===== src/rtl/hazard_ctrl_md_pkg.sv =====
// hazard_pkg -- shared definitions for the hazard_ctrl_md controller.
//   * forward-select encodings (FWD_NONE / FWD_M / FWD_W) and their type
//   * Tuse/Tnew value type at the default field width
//   * default mult/div busy latencies
//   * fwd_sel(): priority forward-select decode used for all four mux selects
package hazard_pkg;

  localparam int T_W_DEF         = 2;
  localparam int MULT_CYCLES_DEF = 5;
  localparam int DIV_CYCLES_DEF  = 10;

  typedef logic [T_W_DEF-1:0] tval_t;
  typedef logic [1:0]         fwd_t;

  localparam fwd_t FWD_NONE = 2'd0;
  localparam fwd_t FWD_M    = 2'd1;
  localparam fwd_t FWD_W    = 2'd2;

  // Address comparisons are done by the caller so this stays width-agnostic.
  // M wins over W because it holds the younger write to the same register.
  function automatic fwd_t fwd_sel(input logic src_nz, input logic m_hit,
                                   input logic m_ready, input logic w_hit);
    fwd_t sel;
    sel = FWD_NONE;
    if (src_nz && m_hit && m_ready) sel = FWD_M;
    else if (src_nz && w_hit)       sel = FWD_W;
    return sel;
  endfunction

endpackage


===== src/rtl/hazard_ctrl_md_if.sv =====
// hazard_ctrl_md_if -- bundle between the datapath and hazard_ctrl_md.
//   Datapath -> controller: D/E source addresses, Tuse/Tnew times,
//     E/M/W write addresses (0 = no write), mult/div use/start/type.
//   Controller -> datapath: F_stall, D_stall, E_flush, D/E forward selects,
//     md_busy, stall_cnt.
// Modports: master = datapath side, slave = hazard controller.
interface hazard_ctrl_md_if #(
  parameter int REG_AW = 5,
  parameter int T_W    = 2
);
  logic [REG_AW-1:0] D_rs, D_rt;
  logic [T_W-1:0]    Tuse_rs, Tuse_rt;
  logic [REG_AW-1:0] E_rs, E_rt;
  logic [REG_AW-1:0] E_wa, M_wa, W_wa;
  logic [T_W-1:0]    E_Tnew, M_Tnew;
  logic              D_md_use;
  logic              E_md_start;
  logic              E_md_div;

  logic              F_stall, D_stall, E_flush;
  logic [1:0]        D_fwd_rs, D_fwd_rt;
  logic [1:0]        E_fwd_rs, E_fwd_rt;
  logic              md_busy;
  logic [31:0]       stall_cnt;

  modport master (
    output D_rs, D_rt, Tuse_rs, Tuse_rt, E_rs, E_rt, E_wa, M_wa, W_wa,
           E_Tnew, M_Tnew, D_md_use, E_md_start, E_md_div,
    input  F_stall, D_stall, E_flush, D_fwd_rs, D_fwd_rt, E_fwd_rs, E_fwd_rt,
           md_busy, stall_cnt
  );

  modport slave (
    input  D_rs, D_rt, Tuse_rs, Tuse_rt, E_rs, E_rt, E_wa, M_wa, W_wa,
           E_Tnew, M_Tnew, D_md_use, E_md_start, E_md_div,
    output F_stall, D_stall, E_flush, D_fwd_rs, D_fwd_rt, E_fwd_rs, E_fwd_rt,
           md_busy, stall_cnt
  );
endinterface


===== src/rtl/hazard_ctrl_md_md_busy_cnt.sv =====
// md_busy_cnt -- mult/div latency tracker.
//   clk, rst_n  : clock, asynchronous active-low reset
//   md_start    : mult/div in E starts this cycle (reloads even when busy)
//   md_div      : 1 = div latency, 0 = mult latency
//   md_busy     : counter non-zero, i.e. unit still working
// A start at cycle t raises md_busy for cycles t+1 .. t+N.
module md_busy_cnt #(
  parameter int MULT_CYCLES = 5,
  parameter int DIV_CYCLES  = 10,
  parameter int CNT_W       = 4
) (
  input  logic clk,
  input  logic rst_n,
  input  logic md_start,
  input  logic md_div,
  output logic md_busy
);

  logic [CNT_W-1:0] cnt_reg;
  logic [CNT_W-1:0] cnt_next;

  always_comb begin
    cnt_next = cnt_reg;
    if (md_start)
      cnt_next = md_div ? CNT_W'(DIV_CYCLES) : CNT_W'(MULT_CYCLES);
    else if (cnt_reg != '0)
      cnt_next = cnt_reg - CNT_W'(1);
  end

  always_ff @(posedge clk or negedge rst_n) begin
    if (!rst_n) cnt_reg <= '0;
    else        cnt_reg <= cnt_next;
  end

  assign md_busy = (cnt_reg != '0);

endmodule


===== src/rtl/hazard_ctrl_md.sv =====
// hazard_ctrl_md -- stall/forward controller for the 5-stage pipeline.
//   clk, rst_n : clock, asynchronous active-low reset
//   hz (slave) : datapath bundle, see hazard_ctrl_md_if
// Stall when a D-stage source needs a value that E or M will not have in
// time (Tuse < Tnew), or when a mult/div-dependent instruction meets a busy
// or starting mult/div unit. F_stall, D_stall and E_flush are all that stall.
// Optional build macro HAZARD_PERF_EN: adds a 32-bit stall-cycle counter on
// stall_cnt; without it stall_cnt is constant 0.
module hazard_ctrl_md
  import hazard_pkg::*;
#(
  parameter int REG_AW      = 5,
  parameter int T_W         = 2,
  parameter int MULT_CYCLES = MULT_CYCLES_DEF,
  parameter int DIV_CYCLES  = DIV_CYCLES_DEF,
  parameter int CNT_W       = 4
) (
  input  logic              clk,
  input  logic              rst_n,
  hazard_ctrl_md_if.slave   hz
);

  logic [REG_AW-1:0] d_src  [2];
  logic [T_W-1:0]    d_tuse [2];
  logic [REG_AW-1:0] e_src  [2];
  logic [1:0]        stall_src;
  fwd_t              d_fwd  [2];
  fwd_t              e_fwd  [2];
  logic              md_busy;
  logic              md_stall;
  logic              stall;

  assign d_src[0]  = hz.D_rs;
  assign d_src[1]  = hz.D_rt;
  assign d_tuse[0] = hz.Tuse_rs;
  assign d_tuse[1] = hz.Tuse_rt;
  assign e_src[0]  = hz.E_rs;
  assign e_src[1]  = hz.E_rt;

  // Index 0 = rs, 1 = rt.
  for (genvar gi = 0; gi < 2; gi++) begin : g_src
    assign stall_src[gi] = (d_src[gi] != '0) &&
                           (((d_src[gi] == hz.E_wa) && (d_tuse[gi] < hz.E_Tnew)) ||
                            ((d_src[gi] == hz.M_wa) && (d_tuse[gi] < hz.M_Tnew)));

    assign d_fwd[gi] = fwd_sel(d_src[gi] != '0, d_src[gi] == hz.M_wa,
                               hz.M_Tnew == '0, d_src[gi] == hz.W_wa);
    assign e_fwd[gi] = fwd_sel(e_src[gi] != '0, e_src[gi] == hz.M_wa,
                               hz.M_Tnew == '0, e_src[gi] == hz.W_wa);
  end

  md_busy_cnt #(
    .MULT_CYCLES (MULT_CYCLES),
    .DIV_CYCLES  (DIV_CYCLES),
    .CNT_W       (CNT_W)
  ) u_md_busy_cnt (
    .clk      (clk),
    .rst_n    (rst_n),
    .md_start (hz.E_md_start),
    .md_div   (hz.E_md_div),
    .md_busy  (md_busy)
  );

  // A start in E counts too: the counter only reflects it from next cycle.
  assign md_stall = hz.D_md_use && (md_busy || hz.E_md_start);
  assign stall    = stall_src[0] | stall_src[1] | md_stall;

  assign hz.F_stall  = stall;
  assign hz.D_stall  = stall;
  assign hz.E_flush  = stall;
  assign hz.D_fwd_rs = d_fwd[0];
  assign hz.D_fwd_rt = d_fwd[1];
  assign hz.E_fwd_rs = e_fwd[0];
  assign hz.E_fwd_rt = e_fwd[1];
  assign hz.md_busy  = md_busy;

`ifdef HAZARD_PERF_EN
  logic [31:0] stall_cnt_reg;

  always_ff @(posedge clk or negedge rst_n) begin
    if (!rst_n)     stall_cnt_reg <= '0;
    else if (stall) stall_cnt_reg <= stall_cnt_reg + 32'd1;
  end

  assign hz.stall_cnt = stall_cnt_reg;
`else
  assign hz.stall_cnt = 32'd0;
`endif

endmodule


===== src/flat_wrapper.sv =====
// flat-port wrapper written by rule: the top's interface ports become plain ports
module hazard_ctrl_md_flat import hazard_pkg::*;
#(
  parameter int REG_AW      = 5,
  parameter int T_W         = 2,
  parameter int MULT_CYCLES = MULT_CYCLES_DEF,
  parameter int DIV_CYCLES  = DIV_CYCLES_DEF,
  parameter int CNT_W       = 4
)
  (clk, rst_n, hz_D_rs, hz_D_rt, hz_Tuse_rs, hz_Tuse_rt, hz_E_rs, hz_E_rt, hz_E_wa, hz_M_wa, hz_W_wa, hz_E_Tnew, hz_M_Tnew, hz_D_md_use, hz_E_md_start, hz_E_md_div, hz_F_stall, hz_D_stall, hz_E_flush, hz_D_fwd_rs, hz_D_fwd_rt, hz_E_fwd_rs, hz_E_fwd_rt, hz_md_busy, hz_stall_cnt);
  hazard_ctrl_md_if #(.REG_AW(REG_AW), .T_W(T_W)) hz_i ();
  input  logic clk;
  input  logic rst_n;
  input wire logic [$bits(hz_i.D_rs)-1:0] hz_D_rs;
  input wire logic [$bits(hz_i.D_rt)-1:0] hz_D_rt;
  input wire logic [$bits(hz_i.Tuse_rs)-1:0] hz_Tuse_rs;
  input wire logic [$bits(hz_i.Tuse_rt)-1:0] hz_Tuse_rt;
  input wire logic [$bits(hz_i.E_rs)-1:0] hz_E_rs;
  input wire logic [$bits(hz_i.E_rt)-1:0] hz_E_rt;
  input wire logic [$bits(hz_i.E_wa)-1:0] hz_E_wa;
  input wire logic [$bits(hz_i.M_wa)-1:0] hz_M_wa;
  input wire logic [$bits(hz_i.W_wa)-1:0] hz_W_wa;
  input wire logic [$bits(hz_i.E_Tnew)-1:0] hz_E_Tnew;
  input wire logic [$bits(hz_i.M_Tnew)-1:0] hz_M_Tnew;
  input wire logic [$bits(hz_i.D_md_use)-1:0] hz_D_md_use;
  input wire logic [$bits(hz_i.E_md_start)-1:0] hz_E_md_start;
  input wire logic [$bits(hz_i.E_md_div)-1:0] hz_E_md_div;
  output wire logic [$bits(hz_i.F_stall)-1:0] hz_F_stall;
  output wire logic [$bits(hz_i.D_stall)-1:0] hz_D_stall;
  output wire logic [$bits(hz_i.E_flush)-1:0] hz_E_flush;
  output wire logic [$bits(hz_i.D_fwd_rs)-1:0] hz_D_fwd_rs;
  output wire logic [$bits(hz_i.D_fwd_rt)-1:0] hz_D_fwd_rt;
  output wire logic [$bits(hz_i.E_fwd_rs)-1:0] hz_E_fwd_rs;
  output wire logic [$bits(hz_i.E_fwd_rt)-1:0] hz_E_fwd_rt;
  output wire logic [$bits(hz_i.md_busy)-1:0] hz_md_busy;
  output wire logic [$bits(hz_i.stall_cnt)-1:0] hz_stall_cnt;
  assign hz_i.D_rs = hz_D_rs;
  assign hz_i.D_rt = hz_D_rt;
  assign hz_i.Tuse_rs = hz_Tuse_rs;
  assign hz_i.Tuse_rt = hz_Tuse_rt;
  assign hz_i.E_rs = hz_E_rs;
  assign hz_i.E_rt = hz_E_rt;
  assign hz_i.E_wa = hz_E_wa;
  assign hz_i.M_wa = hz_M_wa;
  assign hz_i.W_wa = hz_W_wa;
  assign hz_i.E_Tnew = hz_E_Tnew;
  assign hz_i.M_Tnew = hz_M_Tnew;
  assign hz_i.D_md_use = hz_D_md_use;
  assign hz_i.E_md_start = hz_E_md_start;
  assign hz_i.E_md_div = hz_E_md_div;
  assign hz_F_stall = hz_i.F_stall;
  assign hz_D_stall = hz_i.D_stall;
  assign hz_E_flush = hz_i.E_flush;
  assign hz_D_fwd_rs = hz_i.D_fwd_rs;
  assign hz_D_fwd_rt = hz_i.D_fwd_rt;
  assign hz_E_fwd_rs = hz_i.E_fwd_rs;
  assign hz_E_fwd_rt = hz_i.E_fwd_rt;
  assign hz_md_busy = hz_i.md_busy;
  assign hz_stall_cnt = hz_i.stall_cnt;
  hazard_ctrl_md #(.REG_AW(REG_AW), .T_W(T_W), .MULT_CYCLES(MULT_CYCLES), .DIV_CYCLES(DIV_CYCLES), .CNT_W(CNT_W)) u_core (.clk(clk), .rst_n(rst_n), .hz(hz_i));
endmodule

===== config.mk =====
export PLATFORM = sky130hd
export DESIGN_NAME = hazard_ctrl_md_flat
export DESIGN_NICKNAME = d
export VERILOG_FILES = /design/src/rtl/hazard_ctrl_md_pkg.sv /design/src/rtl/hazard_ctrl_md_if.sv /design/src/rtl/hazard_ctrl_md_md_busy_cnt.sv /design/src/rtl/hazard_ctrl_md.sv /design/src/flat_wrapper.sv
export SDC_FILE = /design/constraint.sdc
export NUM_CORES = 1
export LEC_CHECK = 0
export BUFFER_PORTS_ARGS = -buffer_cell sky130_fd_sc_hd__buf_2
export CAP_MARGIN = 20
export CORE_MARGIN = 3
export CORE_UTILIZATION = 46
export CTS_BUF_LIST = sky130_fd_sc_hd__clkbuf_4
export DETAILED_ROUTE_END_ITERATION = 10
export PLACE_DENSITY = 0.89
export SLEW_MARGIN = 20
export SYNTH_ARGS = -nofsm -noshare
export SYNTH_HDL_FRONTEND = slang
export SYNTH_SLANG_ARGS = --single-unit
export TNS_END_PERCENT = 1

===== constraint.sdc =====
create_clock -name clk -period 5.5 [get_ports clk]
set_input_delay 1.375 -clock clk [delete_from_list [all_inputs] [get_ports clk]]
set_output_delay 1.375 -clock clk [all_outputs]
set_load 0.01 [all_outputs]

== After elaboration in Yosys (flattened, before gate mapping) ==
Cells that the tools add are included.
Word-level totals
  register bits: 4
  bits in latches: 0
  bits in writable memories: 0
  ROM bits: 0
  input port bits: 48
  output and inout port bits: 44
  word-level logic and storage cells: 58
  memories kept: 0
Operators by class
  add/sub/neg operators: 1
  $mul: 0
  divide/modulo/power cells: 0
  $lt $le $gt $ge: 4
  eq/ne operators: 10
  shift operators: 0
  mux-type cells: 11
  bitwise logic cells: 2
  reduce and logical (&&, ||, !) cells: 29
Operator list (number)
  $eq A5 B5 Y1: 10
  $reduce_bool A5 Y1: 4
  $logic_and A1 B1 Y1: 19
  $mux W2: 8
  $mux W4: 3
  $lt A2 B2 Y1: 4
  $reduce_bool A4 Y1: 1
  $sub A4 B1 Y4 const B: 1
  $logic_or A1 B1 Y1: 3
  $logic_not A2 Y1: 1
  $or A1 B1 Y1: 2
  $reduce_bool A2 Y1: 1

== Logic depth before layout (Yosys ltp) ==
Gate-level depths: netlist (run 1).
  word-level depth: 6
  depth in mapped cells: 8
  mapped depth without buffers: 6

== By module ==
Synthesis (run 1) repeated with hierarchy kept, for this count alone.
Unflattened totals
  cells, all modules: 165
  area, all modules: 1351.3 sq um
By module, submodules not included
  hazard_ctrl_md: times used 1, cells an instance 144, area each 1114.8 sq um, seq. area each 0.0 sq um
  md_busy_cnt: times used 1, cells an instance 21, area each 236.5 sq um, seq. area each 100.1 sq um

== Worst setup path before layout (run 1) ==
Ideal clock, no wire load.
  path kind: input-to-output
  start: input hz_E_rs[0]
  end: output hz_E_fwd_rs[1]
  arrival time: 2.470 ns
  data required time: 4.125 ns
  setup slack: 1.655 ns
  stages: 4
  path buffers: 0
  path through: or4_1 nor2_2 nor4_1 nor4_2
Between the ends
  longest elaborated chain between the ends: 4
  elaborated cells on any way between the ends: 8
  classes of those cells: eq/ne: 2; mux: 2; reduce/logical: 4
Ends and longest elaborated chain
  start: declaration: RTL line flat_wrapper.sv:18  | input wire logic [$bits(hz_i.E_rs)-1:0] hz_E_rs;
  $eq A5 B5 Y1, or another cell as far along: RTL line hazard_ctrl_md.sv:49  | hz.M_Tnew == '0, e_src[gi] == hz.W_wa);
  $logic_and A1 B1 Y1, on equally long branches: RTL line hazard_ctrl_md_pkg.sv:26, hazard_ctrl_md_pkg.sv:25
  $mux W2 or $logic_and A1 B1 Y1 (tied branches): RTL line hazard_ctrl_md_pkg.sv:26, hazard_ctrl_md_pkg.sv:25
  $mux W2 *: RTL line hazard_ctrl_md_pkg.sv:25  | if (src_nz && m_hit && m_ready) sel = FWD_M;
  end: declaration: RTL line flat_wrapper.sv:33  | output wire logic [$bits(hz_i.E_fwd_rs)-1:0] hz_E_fwd_rs;
Mark *: on every way between the ends. The rest lies on a longest branch, timed or not.

== Worst setup path after layout (run 1) ==
  start: input hz_E_rt[0]
  end: output hz_E_fwd_rt[1]
Between the ends
  longest elaborated chain between the ends: 4
  elaborated cells on any way between the ends: 8
  classes of those cells: eq/ne: 2; mux: 2; reduce/logical: 4
Ends and longest elaborated chain
  start: declaration: RTL line flat_wrapper.sv:19  | input wire logic [$bits(hz_i.E_rt)-1:0] hz_E_rt;
  $eq A5 B5 Y1, or another cell as far along: RTL line hazard_ctrl_md.sv:49
  $logic_and A1 B1 Y1, on equally long branches: RTL line hazard_ctrl_md_pkg.sv:26, hazard_ctrl_md_pkg.sv:25
  $mux W2 or $logic_and A1 B1 Y1 (tied branches): RTL line hazard_ctrl_md_pkg.sv:26, hazard_ctrl_md_pkg.sv:25
  $mux W2 *: RTL line hazard_ctrl_md_pkg.sv:25
  end: declaration: RTL line flat_wrapper.sv:34  | output wire logic [$bits(hz_i.E_fwd_rt)-1:0] hz_E_fwd_rt;
Marked as above.

==> PnR_summary.wiki, run 1 <==
{| class="wikitable"
! Metric !! Value
|-
| Outcome || finished, final reports clean
|-
| Clk buf depth || 2
|-
| Final Cycle Share || approximately 73%
|-
| Layout cell share with drive strength beyond 1 || ~30%
|-
| Number of enable-type register cells in the synthesized netlist || 0
|-
| Final max-slew violation count || 0
|-
| Area of the die || 0.00345 sq mm
|-
| Area post-placement || ~0.0015 sq mm
|-
| Max FFs per register || 4
|-
| Worst hold path stage count || 2
|-
| Cells along the critical path || buf_2, or4_1, nor2_2, nor4_1, nor4_2, buf_2
|-
| Min-Delay Path Class || reg2reg
|-
| Number of distinct library cells after synthesis || 29
|-
| Post-synthesis register bit count || 4
|-
| RSZ-0062 raised after global routing || no
|-
| Cell area power density || roughly 130 mW/mm^2
|-
| Min cycle time layout || between 4000 and 5000 ps
|-
| Final setup violation count || 0
|-
| Top delay family on crit path || simple AND/OR/NAND/NOR gates
|-
| Worst Setup Start Kind || input pin
|-
| Post-synthesis instance area || approximately 0.0013 sq mm
|-
| Placement-stage worst setup slack || around 1500 ps
|-
| Post-synth top cells || xor2_1, buf_4, xnor2_1
|-
| Clk_skew || ~0.32 ps
|-
| Worst Reg2Reg Path Length in Cells || 6
|-
| Grt ovf || 0
|-
| DRC violation count after routing || 0
|-
| Port Buffer Count || between 50 and 60
|-
| Post-CTS repair timing setup buffer count || 0
|-
| CTS buffer count || 3
|-
| Top-area cell type share of the netlist area || about a quarter
|-
| RD Place Congestion || 0.809
|-
| Hold Crit Endpoint || u_core.u_md_busy_cnt.cnt_reg[0]$_DFFE_PN0N_
|-
| Instance count after placement with tap cells included || between 200 and 250
|-
| Most frequent cell on the critical path || buf_2
|-
| Achievable Freq || 249 MHz
|-
| Post-synthesis async set-or-reset flop share || 100%
|-
| Initial antenna violation count || 0
|-
| Fraction of the core area covered by cells at the end of the flow || 58.0%
|-
| Combined global-route utilization of all metal layers || ~18%
|-
| Half-perimeter wire length after detailed placement || 2760 microns
|-
| Warnings from Yosys || 0
|-
| Setup slack of the worst register-to-register path || 3910 ps
|-
| Count of nets after finishing || roughly 280
|-
| Pre-antenna DRT Iters || 4
|-
| Post-Layout Inst Area || 0.00149 sq mm
|-
| Synthesis-to-layout area growth || 16.6%
|-
| Critical path arrival || roughly 2600 ps
|-
| Count of instances resized after the clock tree is built || 0
|-
| Number of antenna cells inserted || 0
|-
| Crit Reg-Reg Endpoint || u_core.u_md_busy_cnt.cnt_reg[1]$_DFFE_PN0N_
|-
| Final hold slack || about 600 ps
|-
| Largest cells by area after synthesis || xor2_1, buf_4, xnor2_1, dfrtp_1, ha_1
|-
| Filler cell count || between 200 and 250
|-
| Die span in y || between 50 and 60 microns
|-
| Total of hold buffers inserted after clock tree synthesis || 0
|-
| Global-route wire length before repair || between 4000 and 5000 microns
|-
| Most repeated cell in the gate-level netlist after synthesis || xor2_1
|-
| Startpoint of the worst register-to-register path || u_core.u_md_busy_cnt.cnt_reg[0]$_DFFE_PN0N_
|-
| Leakage || around 0.77 nW
|-
| Worst vdd rail ir drop || 0.121 mV
|-
| Data required time of the critical path || ~4100 ps
|-
| Violation count after the first detailed-route iteration || 25
|-
| Predominant post-synthesis flop cell || dfrtp_1
|-
| Clock tree root buffer cell || clkbuf_4
|-
| Vias in the first global route || around 1200
|-
| Post-CTS clock slew at the launch and capture registers of the worst setup and hold paths || around 30 ps
|-
| Antenna viol nets, final || 0
|-
| Cell count after synthesis || between 150 and 200
|-
| Standard cell core area || ~0.0026 sq mm
|-
| Maximum number of pins on one net before global-route repair || 7
|-
| Overall via count from detail_route || about 1200
|-
| PnR worst setup slack || roughly 1500 ps
|-
| Number of hold violations in the final report || 0
|-
| Leading area contributor after synthesis || xor2_1
|-
| Buffer and inverter count on the worst path || 2
|-
| Syn avg cell area || between 7 and 8 sq um
|-
| Highest fanout seen on the critical path || 3
|-
| Number of core rows || 18
|-
| Sink Count || 4
|-
| Crit path largest cell delay || between 500 and 600 ps
|-
| Start point of the worst hold path || u_core.u_md_busy_cnt.cnt_reg[0]$_DFFE_PN0N_
|-
| Critical-path cell with the highest stage delay || or4_1
|-
| Initial Util || 49.8%
|-
| TritonCTS clock tree || done
|-
| Sequential fraction of the synthesis area || a little under 8%
|-
| Total design power || between 0.15 and 0.2 mW
|-
| Cell Count, Final, Fillers Out || around 250
|-
| Final WL || between 3000 and 4000 microns
|-
| Die extent in x || roughly 60 microns
|-
| Routed length per instance || ~12 microns
|-
| Class of the most critical setup path || in2out
|-
| Via density per instance || about 4.7
|-
| Post-route setup TNS || 0 ps
|-
| Max-Cap Viols || 0
|-
| H-tree Lvls || 1
|-
| Number of top-level pins || 92
|-
| Worst-Skew Late Latency || ~230 ps
|-
| Crit path capture type || output pin
|}
-- cell families after synthesis --
group           synth area share [%]
compound gates                  5.78
xor+xnor                        35.7
fa+ha+maj                       5.88
buf+inv                         21.8
flops                           7.84
other cells                    0.294
simple gates                    22.7
-- final cells by class --
| cell class | count | area [sq um] | share of cell area (%) |
|---|---|---|---|
| repair buffers | 59 | 295 | 19.8 |
| inverters | 5 | 18.8 | 1.26 |
| multi-input cells | 150 | 1010 | 68.2 |
| well taps | 30 | 37.5 | 2.52 |
| clock buffers | 3 | 22.5 | 1.51 |
| flip-flops and latches | 4 | 100 | 6.72 |
-- where the power goes --
part / internal [mW] / switching (mW)
Clock: 0.0243 / 0.0107
Combinational: 0.0499 / 0.0652
Sequential: 0.0347 / 0.00382
Total: 0.109 / 0.0798
-- worst max path at each step --
stage | start | end | slack [ps] | depth (start not counted)
global placement | hz_E_rs[0] | hz_E_fwd_rs[1] | 1520 | 6
CTS | hz_E_rs[0] | hz_E_fwd_rs[1] | 1490 | 6
floorplan | hz_E_rs[0] | hz_E_fwd_rs[1] | 1650 | 4
detailed placement | hz_E_rs[0] | hz_E_fwd_rs[1] | 1500 | 6
global route | hz_E_rs[0] | hz_E_fwd_rs[1] | 1410 | 6
finish | hz_E_rt[0] | hz_E_fwd_rt[1] | 1490 | 6
-- cell usage in the layout (no fill, tap or decap), types with 3 or more instances in the layout --
cell      count
buf_2        59
clkbuf_4      3
conb_1       32
dfrtp_1       4
ha_1          6
inv_1         5
nand2_1       4
nand2b_1      3
nand4_1       6
nor2_1        8
nor3_1        4
nor4_1        6
o21ai_0       5
or4_1         4
xnor2_1      17
xor2_1       35
-- per-layer routing --
layer  wire length, microns  global-route usage [%]  vias up
met5                      0                       0        -
met4                     19                    6.15        0
met3                    224                    1.54        2
met2                   1630                    34.1       47
met1                   1220                    20.9      522
li1                       -                       -      602
-- tightest hold or removal path, stage by stage (launching register included) --
cell,delay [ps]
dfrtp_1,360
xnor2_1,120
o21ai_0,70
(Power assumes the default switching activity.)
==> run 2, diff against run 1 <==
--- a/config.mk
+++ b/config.mk
@@ -8,10 +8,10 @@
 export BUFFER_PORTS_ARGS = -buffer_cell sky130_fd_sc_hd__buf_2
 export CAP_MARGIN = 20
 export CORE_MARGIN = 3
-export CORE_UTILIZATION = 46
+export CORE_UTILIZATION = 42
 export CTS_BUF_LIST = sky130_fd_sc_hd__clkbuf_4
 export DETAILED_ROUTE_END_ITERATION = 10
-export PLACE_DENSITY = 0.89
+export PLACE_DENSITY = 0.82
 export SLEW_MARGIN = 20
 export SYNTH_ARGS = -nofsm -noshare
 export SYNTH_HDL_FRONTEND = slang
==> constraint.sdc (replaced) <==
create_clock -name clk -period 3.8 [get_ports clk]
set_input_delay 0.95 -clock clk [delete_from_list [all_inputs] [get_ports clk]]
set_output_delay 0.95 -clock clk [all_outputs]
set_load 0.01 [all_outputs]
==> run 2 against run 1 <==
Compared with the run above: final area hardly changed; clock-buffer cell count stayed put; core utilization is 5.3 points lower; sequential power is 44% higher; via count is 3.8% higher; critical path type unchanged; largest cell class unchanged; sequential cell count stayed put; critical endpoint unchanged; critical path depth stayed put; highest routed layer unchanged; register-to-register slack worse by 1700 ps.
==> PnR_summary.wiki, run 2 (same netlist as run 1, synthesis figures left out) <==
{| class="wikitable"
! Metric !! Value
|-
| Startpoint of the worst register-to-register path || u_core.u_md_busy_cnt.cnt_reg[0]$_DFFE_PN0N_
|-
| Buffer and inverter count on the worst path || 2
|-
| RD Place Congestion || between 0.8 and 0.9
|-
| Worst-Skew Late Latency || 230 ps
|-
| Number of top-level pins || about 90
|-
| Data required time of the critical path || between 2000 and 3000 ps
|-
| Area of the die || 0.00374 sq mm
|-
| Worst vdd rail ir drop || 0.197 mV
|-
| Half-perimeter wire length after detailed placement || around 2700 microns
|-
| Critical path arrival || approximately 2200 ps
|-
| TritonCTS clock tree || done
|-
| Final max-slew violation count || 0
|-
| Instance count after placement with tap cells included || approximately 250
|-
| Clk buf depth || 2
|-
| Crit path capture type || output pin
|-
| Die span in y || 61.2 microns
|-
| CTS buffer count || 3
|-
| Standard cell core area || around 0.0028 sq mm
|-
| Violation count after the first detailed-route iteration || 54
|-
| Total of hold buffers inserted after clock tree synthesis || 0
|-
| Leakage || between 0.7 and 0.8 nW
|-
| Layout cell share with drive strength beyond 1 || 30.3%
|-
| Combined global-route utilization of all metal layers || 15.9%
|-
| Routed length per instance || ~12 microns
|-
| Outcome || finished, final reports clean
|-
| RSZ-0062 raised after global routing || no
|-
| Vias in the first global route || roughly 1100
|-
| Crit path largest cell delay || ~530 ps
|-
| Number of antenna cells inserted || 0
|-
| Clk_skew || approximately 4.2 ps
|-
| Post-CTS repair timing setup buffer count || 0
|-
| Cell Count, Final, Fillers Out || between 200 and 300
|-
| Clock tree root buffer cell || clkbuf_4
|-
| Count of nets after finishing || 277
|-
| Worst Reg2Reg Path Length in Cells || 6
|-
| Maximum number of pins on one net before global-route repair || 7
|-
| Final WL || 3010 microns
|-
| Initial antenna violation count || 0
|-
| DRC violation count after routing || 0
|-
| NetSw || around 0.11 mW
|-
| Placement-stage worst setup slack || roughly 640 ps
|-
| Most common cell after layout, fill and taps aside || buf_2
|-
| Number of hold violations in the final report || 0
|-
| Post-Layout Inst Area || roughly 0.0015 sq mm
|-
| Via density per instance || 4.83
|-
| Setup slack of the worst register-to-register path || roughly 2200 ps
|-
| Critical-path cell with the highest stage delay || or4_1
|-
| Post-CTS clock slew at the launch and capture registers of the worst setup and hold paths || 40 ps
|-
| Final Cycle Share || between 80 and 90%
|-
| Initial Util || a little under half
|-
| Grt ovf || 0
|-
| Post-route setup TNS || 0 ps
|-
| Count of instances resized after the clock tree is built || 0
|-
| Max-Cap Viols || 0
|-
| PnR worst setup slack || 638 ps
|-
| Top delay family on crit path || simple AND/OR/NAND/NOR gates
|-
| Pre-antenna DRT Iters || 4
|-
| Class of the most critical setup path || in2out
|-
| Overall via count from detail_route || around 1200
|-
| Highest fanout seen on the critical path || 3
|-
| Final setup violation count || 0
|-
| Port Buffer Count || between 50 and 60
|-
| H-tree Lvls || 1
|-
| Max FFs per register || 4
|-
| Achievable Freq || 316 MHz
|-
| Internal power component || ~0.16 mW
|-
| Total design power || between 0.2 and 0.3 mW
|-
| Most frequent cell on the critical path || buf_2
|-
| Fraction of the core area covered by cells at the end of the flow || roughly 53%
|-
| Antenna viol nets, final || 0
|-
| Cell area power density || between 150 and 200 mW/mm^2
|-
| Worst Setup Start Kind || input pin
|-
| Fraction of power consumed by the clock network || between 10% and 20%
|-
| Fraction of power spent switching nets || 42.0%
|-
| Number of core rows || 19
|-
| Die extent in x || 61.2 microns
|-
| Synthesis-to-layout area growth || 16.7%
|-
| Final hold slack || 515 ps
|-
| Global-route wire length before repair || between 4000 and 5000 microns
|-
| Part of the total power dissipated in sequential elements || 20.5%
|-
| Combinational share of power || between 60 and 70%
|-
| Crit Reg-Reg Endpoint || u_core.u_md_busy_cnt.cnt_reg[1]$_DFFE_PN0N_
|-
| Min cycle time layout || between 3000 and 4000 ps
|-
| Min-Delay Path Class || in2async
|-
| Sink Count || 4
|-
| Highest-count cells in the layout ignoring fill and taps || buf_2, xor2_1, conb_1
|-
| Area post-placement || 0.00147 sq mm
|-
| Cells along the critical path || buf_2, or4_1, nor2_2, nor4_1, nor4_2, buf_2
|}
run 2: cell type report:
type / count / area (sq um)
fill: 291 / 1340
multi-input combinational: 150 / 1010
timing repair buffer: 59 / 295
sequential: 4 / 100
tap: 31 / 38.8
clock buffer: 3 / 22.5
inverter: 5 / 18.8
run 2: per-layer routing:
metal | part of all wire [%] | track usage (%) | wire length, microns
met4 | 0.50 | 3.72 | 15
met1 | 41 | 19.5 | 1240
met3 | 9.2 | 3.98 | 276
met2 | 49 | 27.8 | 1480
met5 | 0 | 0 | 0
run 2: worst max path at each step:
stage,cells past startpoint,start,to
floorplan,4,hz_E_rs[0],hz_E_fwd_rs[1]
global placement,6,hz_E_rs[0],hz_E_fwd_rs[1]
detailed placement,6,hz_E_rt[0],hz_E_fwd_rt[1]
CTS,6,hz_E_rt[0],hz_E_fwd_rt[1]
global route,6,hz_D_rs[0],hz_D_fwd_rs[1]
finish,6,hz_E_rt[0],hz_E_fwd_rt[1]
run 2: power groups by stage:
stage | clock (mW) | sequential [mW] | combinational, mW
after floorplan | 0 | 0.0549 | 0.127
after detailed placement | 0 | 0.0560 | 0.166
after global routing | 0.0575 | 0.0566 | 0.188
final | 0.0505 | 0.0556 | 0.166
after global placement | 0 | 0.0558 | 0.162
after CTS | 0.0528 | 0.0554 | 0.167
==> run 3, diff against run 2 <==
==> constraint.sdc (replaced) <==
create_clock -name clk -period 3 [get_ports clk]
set_input_delay 0.75 -clock clk [delete_from_list [all_inputs] [get_ports clk]]
set_output_delay 0.75 -clock clk [all_outputs]
set_load 0.01 [all_outputs]
==> run 3 against run 2 <==
Compared with the run above: setup slack worse by 410 ps; hold slack got worse by 200 ps; cell count unchanged; largest power group unchanged; first-iteration DRC count shrank 35%; sequential cell count stayed put; critical endpoint is now hz_E_flush; core utilization is the same; wire length is 0.30% lower; global-route usage fell by 0.43 points; combinational power rose by 26%; critical path depth grew 1; final area did not move; sequential share of layout area did not move.
==> PnR_summary.wiki, run 3 (same netlist as run 1, synthesis figures left out) <==
{| class="wikitable"
! Metric !! Value
|-
| Outcome || finished, final reports clean
|-
| Total of hold buffers inserted after clock tree synthesis || 0
|-
| CTS buffer count || 3
|-
| Post-Layout Inst Area || approximately 0.0015 sq mm
|-
| Via density per instance || around 4.8
|-
| Grt ovf || 0
|-
| Combined global-route utilization of all metal layers || approximately 15%
|-
| Count of nets after finishing || around 280
|-
| Cell area power density || around 230 mW/mm^2
|-
| Initial Util || a little under half
|-
| Class of the most critical setup path || reg2out
|-
| RD Place Congestion || 0.882
|-
| RSZ-0062 raised after global routing || no
|-
| Port Buffer Count || 59
|-
| Final Cycle Share || 92.3%
|-
| Number of core rows || 19
|-
| Highest fanout seen on the critical path || 6
|-
| Overall via count from detail_route || around 1200
|-
| Global-route wire length before repair || approximately 4500 microns
|-
| Area post-placement || between 0.001 and 0.0015 sq mm
|-
| Leakage || approximately 0.77 nW
|-
| Violation count after the first detailed-route iteration || 35
|-
| Number of antenna cells inserted || 0
|-
| Routed length per instance || about 12 microns
|-
| Synthesis-to-layout area growth || 16.7%
|-
| Max-Cap Viols || 0
|-
| Min-Delay Path Class || in2async
|-
| Launch point of the worst path || u_core.u_md_busy_cnt.cnt_reg[0]$_DFFE_PN0N_
|-
| Data required time of the critical path || 2250 ps
|-
| Area of the die || 0.00374 sq mm
|-
| Final WL || 3000 microns
|-
| Maximum number of pins on one net before global-route repair || 7
|-
| Post-CTS clock slew at the launch and capture registers of the worst setup and hold paths || roughly 40 ps
|-
| Worst-Skew Late Latency || 230 ps
|-
| Worst vdd rail ir drop || 0.240 mV
|-
| H-tree Lvls || 1
|-
| Initial antenna violation count || 0
|-
| Number of top-level pins || 92
|-
| Die extent in x || slightly above 60 microns
|-
| Achievable Freq || between 300 and 400 MHz
|-
| Half-perimeter wire length after detailed placement || between 2000 and 3000 microns
|-
| Max FFs per register || 4
|-
| Clock tree root buffer cell || clkbuf_4
|-
| Sink Count || 4
|-
| Final setup violation count || 0
|-
| Min cycle time layout || about 2800 ps
|-
| Count of instances resized after the clock tree is built || 0
|-
| Die span in y || just over 60 microns
|-
| Clk buf depth || 2
|-
| Final hold slack || roughly 320 ps
|-
| Antenna viol nets, final || 0
|-
| Standard cell core area || between 0.002 and 0.003 sq mm
|-
| Startpoint of the worst register-to-register path || u_core.u_md_busy_cnt.cnt_reg[0]$_DFFE_PN0N_
|-
| TritonCTS clock tree || done
|-
| DRC violation count after routing || 0
|-
| Placement-stage worst setup slack || around 240 ps
|-
| Number of hold violations in the final report || 0
|-
| Critical path arrival || 2020 ps
|-
| Crit path capture type || output pin
|-
| Most common cell after layout, fill and taps aside || buf_2
|-
| Final max-slew violation count || 0
|-
| Highest-count cells in the layout ignoring fill and taps || buf_2, xor2_1, conb_1
|-
| Pre-antenna DRT Iters || 4
|-
| Clk_skew || 3.68 ps
|-
| PnR worst setup slack || 230 ps
|-
| Layout cell share with drive strength beyond 1 || a little under a third
|-
| Post-CTS repair timing setup buffer count || 0
|-
| Vias in the first global route || between 1000 and 1500
|-
| Worst Setup Start Kind || register
|-
| Post-route setup TNS || 0 ps
|}
[run 3: cell counts in the layout (fill, tap and decap cells not counted)]
Identical to the previous run, type by type.
[run 3: layout make-up]
cell class              instances  area, sq um
clock buffers                   3         22.5
repair buffers                 59          295
flip-flops and latches          4          100
well taps                      31         38.8
inverters                       5         18.8
fillers                       290         1340
multi-input cells             150         1010
[run 3: power breakdown]
group / total (mW) / switching, mW / internal (mW)
clock: 0.0637 / 0.0191 / 0.0445
combinational: 0.209 / 0.118 / 0.0914
sequential: 0.0702 / 0.00660 / 0.0636
total: 0.343 / 0.144 / 0.200
[run 3: worst max-delay path, stage by stage (launching register included)]
cell      delay, ps
dfrtp_1         390
inv_1           100
ha_1            170
or3b_2          520
o21ai_1         160
o41ai_1          90
nand4b_1        210
buf_2           170
[run 3: through the flow]
step                      std cells  total power, mW  util (%)
after floorplan                 194            0.230         -
after global placement          249            0.275      51.9
after detailed placement        249            0.280      51.9
after CTS                       252            0.347      52.7
after global routing            252            0.383      52.7
final                           252            0.343      52.7
[run 3: path summary, 6_finish.rpt]
| check | endpoint | slack, ps | depth (start not counted) |
|---|---|---|---|
| setup / recovery | hz_E_flush | 230 | 7 |
| hold / removal | u_core.u_md_busy_cnt.cnt_reg[2]$_DFFE_PN0N_ | 320 | 1 |
| setup reg to reg | u_core.u_md_busy_cnt.cnt_reg[1]$_DFFE_PN0N_ | 1400 | 6 |
| hold reg to reg | u_core.u_md_busy_cnt.cnt_reg[3]$_DFFE_PN0N_ | 590 | 2 |
| max in group asynchronous | u_core.u_md_busy_cnt.cnt_reg[1]$_DFFE_PN0N_ | 2560 | 1 |
| min in group clk | u_core.u_md_busy_cnt.cnt_reg[3]$_DFFE_PN0N_ | 590 | 2 |
[run 3: layer usage]
layer / wire length, microns / up-vias / global-route usage, %
li1: - / 605 / -
met4: 15 / 0 / 4.33
met2: 1480 / 54 / 26.4
met1: 1220 / 544 / 18.8
met5: 0 / - / 0
met3: 283 / 2 / 4.40
